### config.mk
export PLATFORM = sky130hd
export DESIGN_NAME = dataset_loader
export DESIGN_NICKNAME = d
export VERILOG_FILES = /design/src/rtl/dataset_loader.sv
export SDC_FILE = /design/constraint.sdc
export NUM_CORES = 1
export LEC_CHECK = 0
export CAP_MARGIN = 20
export CORE_MARGIN = 2
export CORE_UTILIZATION = 40
export DETAILED_ROUTE_END_ITERATION = 10
export SETUP_SLACK_MARGIN = 0.2
export SLEW_MARGIN = 20
export SYNTH_ARGS = -nofsm -noshare
export SYNTH_HDL_FRONTEND = slang
export SYNTH_SLANG_ARGS = --single-unit
### constraint.sdc
create_clock -name clk -period 3.6 [get_ports clk]
set_input_delay 0.72 -clock clk [delete_from_list [all_inputs] [get_ports clk]]
set_output_delay 0.72 -clock clk [all_outputs]
set_load 0.02 [all_outputs]
### src/rtl/dataset_loader.sv
// dataset_loader: streams host bytes into the pixel and label memories,
// then pulses start and holds off input until the processor reports done.
module dataset_loader #(
  parameter int PIXELS      = 64,
  parameter int NUM_SAMPLES = 750,
  parameter int DADDR_W     = 16,
  parameter int LADDR_W     = 10
) (
  input  logic               clk,
  input  logic               rst,
  input  logic               in_valid,
  input  logic [7:0]         in_data,
  output logic               in_ready,
  output logic               dmem_we,
  output logic [DADDR_W-1:0] dmem_addr,
  output logic [7:0]         dmem_wdata,
  output logic               lmem_we,
  output logic [LADDR_W-1:0] lmem_addr,
  output logic [3:0]         lmem_wdata,
  output logic               start,
  input  logic               proc_done,
  output logic               busy,
  output logic               label_err
);

  typedef enum logic [2:0] {
    IDLE,
    PIXEL,
    LABEL,
    START,
    WAIT_DONE
  } state_t;

  localparam int PW = $clog2(PIXELS + 1);
  localparam logic [PW-1:0] PIX_LAST =
    PW'(PIXELS - 1);
  localparam logic [LADDR_W-1:0] SAMP_LAST =
    LADDR_W'(NUM_SAMPLES - 1);

  state_t state, state_d;
  logic [PW-1:0]      pix, pix_d;
  logic [LADDR_W-1:0] samp, samp_d;
  logic [DADDR_W-1:0] daddr, daddr_d;
  logic xfer;
  logic pix_wr, lab_wr;
  logic err_set, err_clr;

  assign xfer = in_valid & in_ready;

  always_ff @(posedge clk or negedge rst) begin
    if (!rst) begin
      state <= IDLE;
      pix   <= '0;
      samp  <= '0;
      daddr <= '0;
    end else begin
      state <= state_d;
      pix   <= pix_d;
      samp  <= samp_d;
      daddr <= daddr_d;
    end
  end

  always_comb begin
    state_d = state;
    pix_d   = pix;
    samp_d  = samp;
    daddr_d = daddr;
    pix_wr  = 1'b0;
    lab_wr  = 1'b0;
    err_set = 1'b0;
    err_clr = 1'b0;
    unique case (state)
      IDLE: begin
        if (xfer) begin
          pix_wr  = 1'b1;
          err_clr = 1'b1;
          daddr_d = daddr + 1'b1;
          pix_d   = PW'(1);
          state_d = (PIXELS == 1) ? LABEL : PIXEL;
        end
      end
      PIXEL: begin
        if (xfer) begin
          pix_wr  = 1'b1;
          daddr_d = daddr + 1'b1;
          pix_d   = pix + 1'b1;
          if (pix == PIX_LAST) state_d = LABEL;
        end
      end
      LABEL: begin
        if (xfer) begin
          lab_wr  = 1'b1;
          err_set = (in_data > 8'd9);
          if (samp == SAMP_LAST) begin
            state_d = START;
          end else begin
            samp_d  = samp + 1'b1;
            pix_d   = '0;
            state_d = PIXEL;
          end
        end
      end
      START: state_d = WAIT_DONE;
      WAIT_DONE: begin
        if (proc_done) begin
          state_d = IDLE;
          pix_d   = '0;
          samp_d  = '0;
          daddr_d = '0;
        end
      end
      default: state_d = IDLE;
    endcase
  end

  // all outputs registered off the next state / accepted byte
  always_ff @(posedge clk or negedge rst) begin
    if (!rst) begin
      in_ready   <= 1'b0;
      busy       <= 1'b0;
      start      <= 1'b0;
      dmem_we    <= 1'b0;
      dmem_addr  <= '0;
      dmem_wdata <= '0;
      lmem_we    <= 1'b0;
      lmem_addr  <= '0;
      lmem_wdata <= '0;
      label_err  <= 1'b0;
    end else begin
      in_ready <= (state_d == IDLE) ||
                  (state_d == PIXEL) ||
                  (state_d == LABEL);
      busy     <= (state_d != IDLE);
      start    <= (state_d == START);
      dmem_we  <= pix_wr;
      lmem_we  <= lab_wr;
      if (pix_wr) begin
        dmem_addr  <= daddr;
        dmem_wdata <= in_data;
      end
      if (lab_wr) begin
        lmem_addr  <= samp;
        lmem_wdata <= in_data[3:0];
      end
      if (err_clr) label_err <= 1'b0;
      else if (err_set) label_err <= 1'b1;
    end
  end

endmodule
==> Implementation_results.wiki, run 1 <==
{| class="wikitable"
! Metric !! Value
|-
| Run status || finished clean
|-
| Type of the worst setup path || in2reg
|-
| CTS Root Cell || clkbuf_8
|-
| DP HPWL || around 5 mm
|-
| Placeable core area || between 8000 and 9000 sq um
|-
| Combined area of the multi-input logic cells || between 1000 and 1500 sq um
|-
| Number of instances in the synthesized netlist || between 300 and 400
|-
| Area of the mapped netlist || around 3600 sq um
|-
| GR Util met3 || 3.90%
|-
| Final standard cell area without fillers || 4420 sq um
|-
| Global-route total usage across every layer || 16.9%
|-
| Number of synthesis warnings || 0
|-
| Overall die height || just under 100 um
|-
| Area of the die || around 9700 sq um
|-
| CP Launch Point || in_valid
|-
| Crit-path max cell delay || roughly 0.52 ns
|-
| Clock sink count || 80
|-
| Initial DRC Count || 94
|-
| Total Wirelength || 7.63 mm
|-
| First-pass GRT wire length || ~14 mm
|-
| Clock latency on the worst-skew pair || 0.35 ns
|-
| Hold violation count in the final report || 0
|-
| Number of ports placed on the die boundary || 56
|-
| Critical Path Start Type || input port
|-
| # rows || 34
|-
| Family with the most delay on the worst path || simple AND/OR/NAND/NOR gates
|-
| Number of synthesized register bits || 80
|-
| Mean post-synth cell area || about 9.4 sq um
|-
| Worst-case headroom to the max-slew limit || between 50% and 60%
|-
| Top flip-flop cell by instance count after synthesis || dfrtp_1
|-
| Cts bufs inserted || 9
|-
| Placed Cells || between 500 and 600
|-
| CTS H-tree depth || 3
|-
| Transition time of the tightest slew-check pin || ~0.73 ns
|-
| Clock transition at the registers of the reported paths || approximately 0.08 ns
|-
| Non-filler instance count after layout || 543
|-
| Clock tree from TritonCTS || done
|-
| DRT Pass-1 Iters || 4
|-
| Met2 layer usage reported by global route || between 20% and 30%
|-
| Instance area at placement || between 4000 and 5000 sq um
|-
| Number of antenna violations at the first check in global routing || 0
|-
| Arrival time at the worst endpoint || roughly 2.9 ns
|-
| Area delta synth->final || 23.7%
|-
| Post-route clock period utilization || between 70% and 80%
|-
| Leakage Power || roughly 2.0 nW
|-
| Most used routing layer || met2
|-
| Core Util, Final || between 50% and 60%
|-
| Fmax || roughly 380 MHz
|-
| Total global routing overflow || 0
|-
| Number of synthesized flops with an enable pin || 0
|-
| Path type of the worst min-delay path || in2async
|-
| Worst hold margin || just over 0.4 ns
|-
| Nature of the critical path endpoint || flop
|-
| Antenna fix cells || 0
|-
| Number of distinct library cells after synthesis || 45
|-
| Number of violations of the max-capacitance limit || 0
|-
| Maximum fanout along the worst path || 35
|-
| Setup violators final || 0
|-
| Total number of nets in the final design || 447
|-
| Power per unit of standard cell area || between 500 and 600 nW/um^2
|-
| Routability congestion estimate || around 0.82
|-
| Minimum clock period after layout || 2.62 ns
|-
| Buffering stage count on the worst path with inverters included || 2
|-
| Sequential cell area in the final layout || around 2000 sq um
|-
| Post-synthesis net count || between 300 and 400
|-
| Cell with the largest stage delay on the worst path || or3_4
|-
| FF-to-FF Start || state[2]
|-
| Pin count of the biggest net entering global routing || between 80 and 90
|-
| RSZ-0062 raised after global routing || false
|-
| Critical-path cell list || clkdlybuf4s50_1 > nand2_1 > or3_4 > clkinv_4 > o2111ai_4 > or3_1 > a21oi_1
|-
| Vias per Instance || a little over 5
|-
| R2R Setup Slk || between 1 and 1.5 ns
|-
| WL per Instance || ~14 um
|-
| Number of vias in the routed layout || 2,817
|-
| Most common cell after layout, fill and taps aside || nand2_1
|-
| Share of post-route cells with drive strength above 1 || under 10%
|-
| Slew Viols, Final || 0
|-
| Highest-count cells in the layout ignoring fill and taps || nand2_1 (130), dfrtp_1 (80), clkdlybuf4s50_1 (54)
|-
| Post-CTS setup buffers || 0
|-
| Endpoint required time on the critical path || 3.87 ns
|-
| Worst voltage drop across the vdd grid || about 0.27 mV
|-
| Fillers || slightly above 800
|-
| Global routing usage on met1 || 24.1%
|-
| Worst setup skew after layout || 0.0105 ns
|-
| Share of flip-flops with an asynchronous set or reset || 100%
|-
| Register area share after synthesis || 56.0%
|-
| Number of I/O port buffers || 55
|-
| Post-cts resize count || 0
|-
| Die outline width || ~99 um
|-
| Initial core utilization || 41.2%
|-
| Number of hold buffers added after cts || 0
|-
| Via count of the first global-routing pass || ~2,800
|-
| Buffer depth of the longest clock path || 2
|-
| Fin Setup TNS || 0 ns
|-
| Antenna Nets Post-Route || 0
|-
| Post-detailed-route DRC marker count || 0
|}
## cell usage after synthesis, drive strengths merged, types with 4 or more instances
master  instances  area (sq um)
dfrtp          80          2000
inv            12          45.0
nand3          14          70.1
buf            10          52.6
nor2           11          41.3
o21ai          23           119
ha              4          50.1
xor2            6          52.6
nor4            4          31.3
or4             7          52.6
or3            10          67.6
nand2         130           488
a21oi          15          75.1
clkbuf          6          22.5
nand4           7          43.8
o211ai          5          42.5
## cells by family after synthesis
kind of cell,share of synthesized area (%)
and+or+nand+nor,25.7
DFF,56.0
AOI/OAI and AO/OA,11.0
buffers and inverters,3.61
xor gates and xnor gates,1.47
adders and majority gates,1.40
muxes,0.875
## state kept, by name, indices dropped and copies added (netlist names), 3 cells and up
signal / cells
dmem_addr: 16
daddr: 16
lmem_addr: 10
samp: 10
pix: 7
lmem_wdata: 4
dmem_wdata: 8
state: 3
## metrics by stage
step | total power, W | setup slack (ns)
finish | 0.00262 | 0.981
global route | 0.00279 | 0.825
CTS | 0.00264 | 0.966
detailed placement | 0.00192 | 0.605
global placement | 0.00190 | 0.655
floorplan | 0.00163 | 1.62
## cell type report
class / count / share of cell area, %
Clock buffer: 10 / 3.11
Clock inverter: 5 / 1.84
Inverter: 13 / 1.22
Multi-Input combinational cell: 270 / 32.7
Sequential cell: 80 / 45.3
Tap cell: 108 / 3.06
Timing Repair Buffer: 57 / 12.8
## worst register-to-register path: stages (launching register included)
cell	delay (ns)
dfrtp_1	0.49
or3_4	0.60
clkinv_4	0.28
o2111ai_4	0.23
or3_1	0.39
a21oi_1	0.15
## power breakdown
group / internal, W / switching, W
combinational: 0.000300 / 0.000366
clock: 0.000406 / 0.000324
sequential: 0.00106 / 0.000156
## metal layers
| metal | vias to the layer above | wire (um) |
|---|---|---|
| li1 | 1406 | - |
| met4 | 0 | 89 |
| met5 | - | 0 |
| met3 | 7 | 369 |
| met2 | 59 | 3360 |
| met1 | 1345 | 3810 |
## worst paths after layout
check | endpoint | cells after the start
max | daddr[12] | 7
min | state[2] | 1
max reg2reg | daddr[12] | 5
min reg2reg | lmem_addr[9] | 2
max in group asynchronous | lmem_wdata[0] | 1
min in group clk | lmem_addr[9] | 2
(Power assumes the default switching activity.)
==> inputs of run 2 (changes only) <==
- clock period: 3.6 -> 2.75 ns (I/O delays scaled with it)
==> run 2 against run 1 <==
Against the previous run: via count up 0.39%; combinational power is 35% higher; clock power grew 11%; register-to-register slack worse by 0.77 ns; utilization grew 0.12 points; worst setup slack got worse by 0.44 ns; critical endpoint is now daddr[14]; largest power group unchanged.
==> Implementation_results.wiki, run 2 (synthesized netlist as in run 1, its figures left out) <==
{| class="wikitable"
! Metric !! Value
|-
| Run status || finished clean
|-
| Type of the worst setup path || in2reg
|-
| Highest-count cells in the layout ignoring fill and taps || nand2_1 (130), dfrtp_1 (80), clkdlybuf4s50_1 (54)
|-
| Sequential share of power || about half
|-
| Nature of the critical path endpoint || flop
|-
| Worst-case setup slack after placement || between 0.15 and 0.2 ns
|-
| Total Wirelength || about 7.6 mm
|-
| Instance area at placement || roughly 4300 sq um
|-
| Cts bufs inserted || 9
|-
| CTS H-tree depth || 3
|-
| Clock tree from TritonCTS || done
|-
| Placed Cells || about 530
|-
| Fin Setup TNS || 0 ns
|-
| Number of antenna violations at the first check in global routing || 0
|-
| Worst voltage drop across the vdd grid || 0.356 mV
|-
| Endpoint required time on the critical path || approximately 3 ns
|-
| Critical Path Start Type || input port
|-
| Worst R2R Path Depth || 6
|-
| Initial core utilization || roughly two fifths
|-
| Vias per Instance || approximately 5.2
|-
| Buffer depth of the longest clock path || 2
|-
| Setup violators final || 0
|-
| Internal power || around 0.0022 W
|-
| Most common cell after layout, fill and taps aside || nand2_1
|-
| Clock latency on the worst-skew pair || about 0.34 ns
|-
| First-pass GRT wire length || 13.6 mm
|-
| Post-CTS setup buffers || 0
|-
| Pin count of the biggest net entering global routing || 44
|-
| Placeable core area || ~8700 sq um
|-
| R2R Setup Slk || roughly 0.63 ns
|-
| Worst-case headroom to the max-slew limit || 65.9%
|-
| Worst setup skew after layout || roughly 0.0085 ns
|-
| RSZ-0062 raised after global routing || false
|-
| Power per unit of standard cell area || ~740 nW/um^2
|-
| Worst r2r dst || samp[2]
|-
| Die outline width || slightly below 100 um
|-
| Clock transition at the registers of the reported paths || ~0.070 ns
|-
| Number of violations of the max-capacitance limit || 0
|-
| DP HPWL || between 5 and 6 mm
|-
| WL per Instance || between 10 and 15 um
|-
| Total number of nets in the final design || ~450
|-
| Routability congestion estimate || 0.794
|-
| Via count of the first global-routing pass || between 2,000 and 3,000
|-
| Fillers || between 800 and 900
|-
| Post-route clock period utilization || 80.4%
|-
| Post-detailed-route DRC marker count || 0
|-
| Clock power share || approximately a quarter
|-
| Number of vias in the routed layout || approximately 2,800
|-
| Number of I/O port buffers || 55
|-
| Total Power Consumption || approximately 0.0033 W
|-
| Switching Power || roughly 0.0011 W
|-
| Post-cts resize count || 0
|-
| Minimum clock period after layout || approximately 2.2 ns
|-
| Antenna Nets Post-Route || 0
|-
| Worst setup margin || 0.539 ns
|-
| Transition time of the tightest slew-check pin || about 0.51 ns
|-
| Maximum fanout along the worst path || 20
|-
| Overall die height || 98.5 um
|-
| Fraction of power spent switching nets || about 33%
|-
| Area delta synth->final || 23.9%
|-
| Antenna fix cells || 0
|-
| Share of post-route cells with drive strength above 1 || roughly 7.5%
|-
| Leakage Power || 2.05 nW
|-
| Largest registers || daddr: 16 flops, dmem_addr: 16 flops
|-
| Non-filler instance count after layout || approximately 550
|-
| Number of hold buffers added after cts || 0
|-
| Clock sink count || 80
|-
| Slew Viols, Final || 0
|-
| Path type of the worst min-delay path || in2async
|-
| Fmax || about 450 MHz
|-
| Global-route total usage across every layer || ~17%
|-
| DRT Pass-1 Iters || 4
|-
| Initial DRC Count || 116
|-
| Total global routing overflow || 0
|-
| Hold violation count in the final report || 0
|-
| CTS Root Cell || clkbuf_8
|-
| Number of ports placed on the die boundary || 56
|-
| Arrival time at the worst endpoint || around 2.5 ns
|-
| # rows || 34
|-
| Area of the die || around 9700 sq um
|-
| Final standard cell area without fillers || 4430 sq um
|-
| Combinational cell fraction of total power || 27.2%
|-
| FF-to-FF Start || state[0]
|}
==> run 2: cell types whose count changed in the layout (fill, tap and decap cells not counted), sizes merged <==
cell / change
buf: +6
bufinv: -1
==> run 2: worst max path at each step <==
| stage | startpoint | endpoint | slack (ns) | cells past startpoint |
|---|---|---|---|---|
| after floorplan | in_valid | daddr[12] | 0.94 | 6 |
| after global placement | in_valid | daddr[14] | 0.25 | 7 |
| after detailed placement | in_valid | daddr[12] | 0.18 | 7 |
| after CTS | in_valid | daddr[14] | 0.54 | 7 |
| after global routing | state[0] | samp[2] | 0.39 | 6 |
| final | in_valid | daddr[14] | 0.54 | 7 |
==> run 2: through the flow <==
step / util [%] / hold slack, ns
after CTS: 51.1 / 0.187
after detailed placement: 49.0 / 0.461
after floorplan: - / 0.254
after global placement: 49.0 / 0.457
after global routing: 51.1 / 0.191
final: 51.1 / 0.170
==> run 2: worst max-delay path: stages <==
cell and delay [ns]:
clkdlybuf4s50_1 0.48, nand2_1 0.15, or3_4 0.38, clkinv_4 0.16
o2111ai_4 0.21, or3_1 0.39, a21oi_1 0.15
==> run 2: routing by layer <==
layer / share of wire [%] / vias to the layer above / global-route usage (%)
li1: - / 1413 / -
met1: 53 / 1357 / 25.0
met2: 43 / 54 / 24.6
met3: 3.5 / 4 / 4.11
met4: 0.89 / 0 / 7.17
met5: 0 / - / 0
==> run 2: cell type report <==
class                           instances  area (sq um)  share of cell area (%)
Sequential cell                        80          2000                    45.2
Multi-Input combinational cell        270          1440                    32.6
Timing Repair Buffer                   63           621                    14.0
Tap cell                              108           135                    3.05
Clock buffer                           10           128                    2.88
Inverter                               13          53.8                    1.21
Clock inverter                          4          47.5                    1.07
==> run 2: power groups by stage <==
stage	Sequential (W)	Clock [W]	Combinational (W)
floorplan	0.00169	0	0.000447
CTS	0.00159	0.000837	0.000909
finish	0.00159	0.000809	0.000897
global placement	0.00161	0	0.000888
global route	0.00163	0.000892	0.00101
detailed placement	0.00161	0	0.000907
==> inputs of run 3 (changes only) <==
- clock period: 2.75 -> 1.85 ns (I/O delays scaled with it)
==> run 3 against run 2 <==
Against the previous run: clock power grew 71%; sequential share of layout area shrank 4.6 points; largest cell class unchanged; first-iteration DRC count up 40%; die area did not move; routed wire length up 15%; via count increased by 10%; worst setup slack worse by 0.45 ns; sequential cell count is the same.
==> Implementation_results.wiki, run 3 (synthesized netlist as in run 1, its figures left out) <==
{| class="wikitable"
! Metric !! Value
|-
| Leakage Power || between 2 and 2.5 nW
|-
| Global-route total usage across every layer || between 10% and 20%
|-
| Area delta synth->final || 38.5%
|-
| First-pass GRT wire length || about 15 mm
|-
| Post-route clock period utilization || 95.3%
|-
| Transition time of the tightest slew-check pin || 0.429 ns
|-
| Slew Viols, Final || 0
|-
| Endpoint required time on the critical path || roughly 2.1 ns
|-
| Clock latency on the worst-skew pair || around 0.36 ns
|-
| Number of cells on the worst hold path || 2
|-
| Total global routing overflow || 0
|-
| Cts bufs inserted || 9
|-
| Combinational cell fraction of total power || about 29%
|-
| Pin count of the biggest net entering global routing || 33
|-
| Overall die height || 98.5 um
|-
| Routability congestion estimate || 0.807
|-
| # rows || 34
|-
| Number of I/O port buffers || 55
|-
| Run status || finished clean
|-
| Type of the worst setup path || reg2reg
|-
| Vias per Instance || ~5.2
|-
| CTS Root Cell || clkbuf_8
|-
| Critical Path Start Type || flop
|-
| Path type of the worst min-delay path || reg2reg
|-
| DRT Pass-1 Iters || 4
|-
| Nature of the critical path endpoint || flop
|-
| Arrival time at the worst endpoint || 2.05 ns
|-
| Fin Setup TNS || 0 ns
|-
| Fmax || about 570 MHz
|-
| Total Wirelength || ~8.8 mm
|-
| Clock tree from TritonCTS || done
|-
| WL per Instance || 14.8 um
|-
| R2R Setup Slk || between 0.08 and 0.09 ns
|-
| Maximum fanout along the worst path || 8
|-
| Via count of the first global-routing pass || just over 3,000
|-
| Minimum clock period after layout || ~1.8 ns
|-
| Clock power share || 26.3%
|-
| Number of antenna violations at the first check in global routing || 0
|-
| Post-detailed-route DRC marker count || 0
|-
| Fraction of power spent switching nets || between 30% and 40%
|-
| Antenna Nets Post-Route || 0
|-
| Worst setup margin || ~0.087 ns
|-
| Clock sink count || 80
|-
| FF-to-FF Start || state[1]
|-
| Largest registers || daddr: 16 flops, dmem_addr: 16 flops
|-
| Hold_sp || dmem_addr[7]
|-
| Worst-case headroom to the max-slew limit || about 71%
|-
| Sequential share of power || around 45%
|-
| Worst voltage drop across the vdd grid || 0.408 mV
|-
| Hold violation count in the final report || 0
|-
| Hold Crit Endpoint || dmem_addr[7]
|-
| Worst r2r dst || daddr[14]
|-
| Worst R2R Path Depth || 5
|-
| Antenna fix cells || 0
|-
| Setup violators final || 0
|-
| Most common cell after layout, fill and taps aside || nand2_1
|-
| Number of vias in the routed layout || about 3,100
|-
| Area of the die || 9710 sq um
|-
| Number of violations of the max-capacitance limit || 0
|-
| Switching Power || approximately 0.0018 W
|-
| Initial core utilization || a little over 40%
|-
| Total number of nets in the final design || around 500
|-
| Internal power || 0.00345 W
|-
| Worst setup skew after layout || between 0.007 and 0.008 ns
|-
| DP HPWL || slightly below 6 mm
|-
| RSZ-0062 raised after global routing || true
|-
| Clock transition at the registers of the reported paths || 0.09 ns
|-
| CTS H-tree depth || 3
|-
| Share of post-route cells with drive strength above 1 || 22.0%
|-
| Number of ports placed on the die boundary || 56
|-
| Highest-count cells in the layout ignoring fill and taps || nand2_1 (128), dfrtp_1 (76), dlygate4sd2_1 (45)
|-
| Placeable core area || just under 9000 sq um
|-
| Die outline width || just under 100 um
|-
| Buffer depth of the longest clock path || 2
|-
| Worst hold margin || around 0.47 ns
|-
| Worst-case setup slack after placement || -0.351 ns
|-
| Initial DRC Count || between 150 and 200
|-
| Power per unit of standard cell area || between 1000 and 1500 nW/um^2
|}
-- run 3: cell types whose count changed in the layout (fill, tap and decap cells not counted), moves of 6 or more --
cell / delta
a21oi_1: -6
clkdlybuf4s50_1: -45
buf_4: +34
a21oi_2: +6
dlygate4sd2_1: +45
buf_6: +8
-- run 3: worst max-delay path by stage --
stage | from | end | slack [ns] | cells after the start
detailed placement | in_valid | daddr[14] | -0.35 | 7
global route | state[1] | daddr[14] | 0.03 | 5
floorplan | state[2] | daddr[14] | 0.16 | 6
global placement | in_valid | daddr[14] | -0.28 | 7
finish | state[1] | daddr[14] | 0.09 | 5
CTS | samp[1] | pix[5] | 0.11 | 8
-- run 3: through the flow --
stage,instances,power [W],utilization [%],area (sq um)
finish,595,0.00524,57.0,4950
CTS,591,0.00527,55.4,4810
global placement,564,0.00382,51.7,4490
global route,595,0.00556,57.0,4950
detailed placement,564,0.00386,51.7,4490
floorplan,379,0.00318,-,3580
-- run 3: cell type report --
cell class	count	area (sq um)
fill	789	3730
sequential	80	2010
multi-input combinational	270	1580
timing repair buffer	108	955
clock buffer	11	151
tap	108	135
clock inverter	5	62.6
inverter	13	58.8
-- run 3: worst max-delay path: stages (launching register included) --
cell and delay (ns):
dfrtp_2 0.45, or3_4 0.42, inv_8 0.10, o2111ai_4 0.18
or3_4 0.41, a21oi_2 0.13
-- run 3: power groups by stage --
stage / Clock [W] / Sequential (W) / Combinational, W
final: 0.00138 / 0.00234 / 0.00152
after detailed placement: 0 / 0.00236 / 0.00149
after floorplan: 0 / 0.00251 / 0.000665
after CTS: 0.00143 / 0.00233 / 0.00150
after global placement: 0 / 0.00235 / 0.00146
after global routing: 0.00149 / 0.00239 / 0.00168
-- run 3: layer usage --
layer,part of all wire [%],GRT usage [%],vias up
met5,0,0,-
met4,1.7,8.75,0
met3,4.4,3.55,13
met2,47,29.4,75
met1,47,24.6,1518
li1,-,-,1513
-- run 3: what timing repair did --
action | 4_1_cts | 5_1_grt
pin swaps | 12 | 10
hold buffers | 1 | 0
endpoints found under the setup margin | 86 | 44
resized for setup | 64 | 32
buffers inserted | 10 | 4
endpoints found under the hold margin | 29 | 0
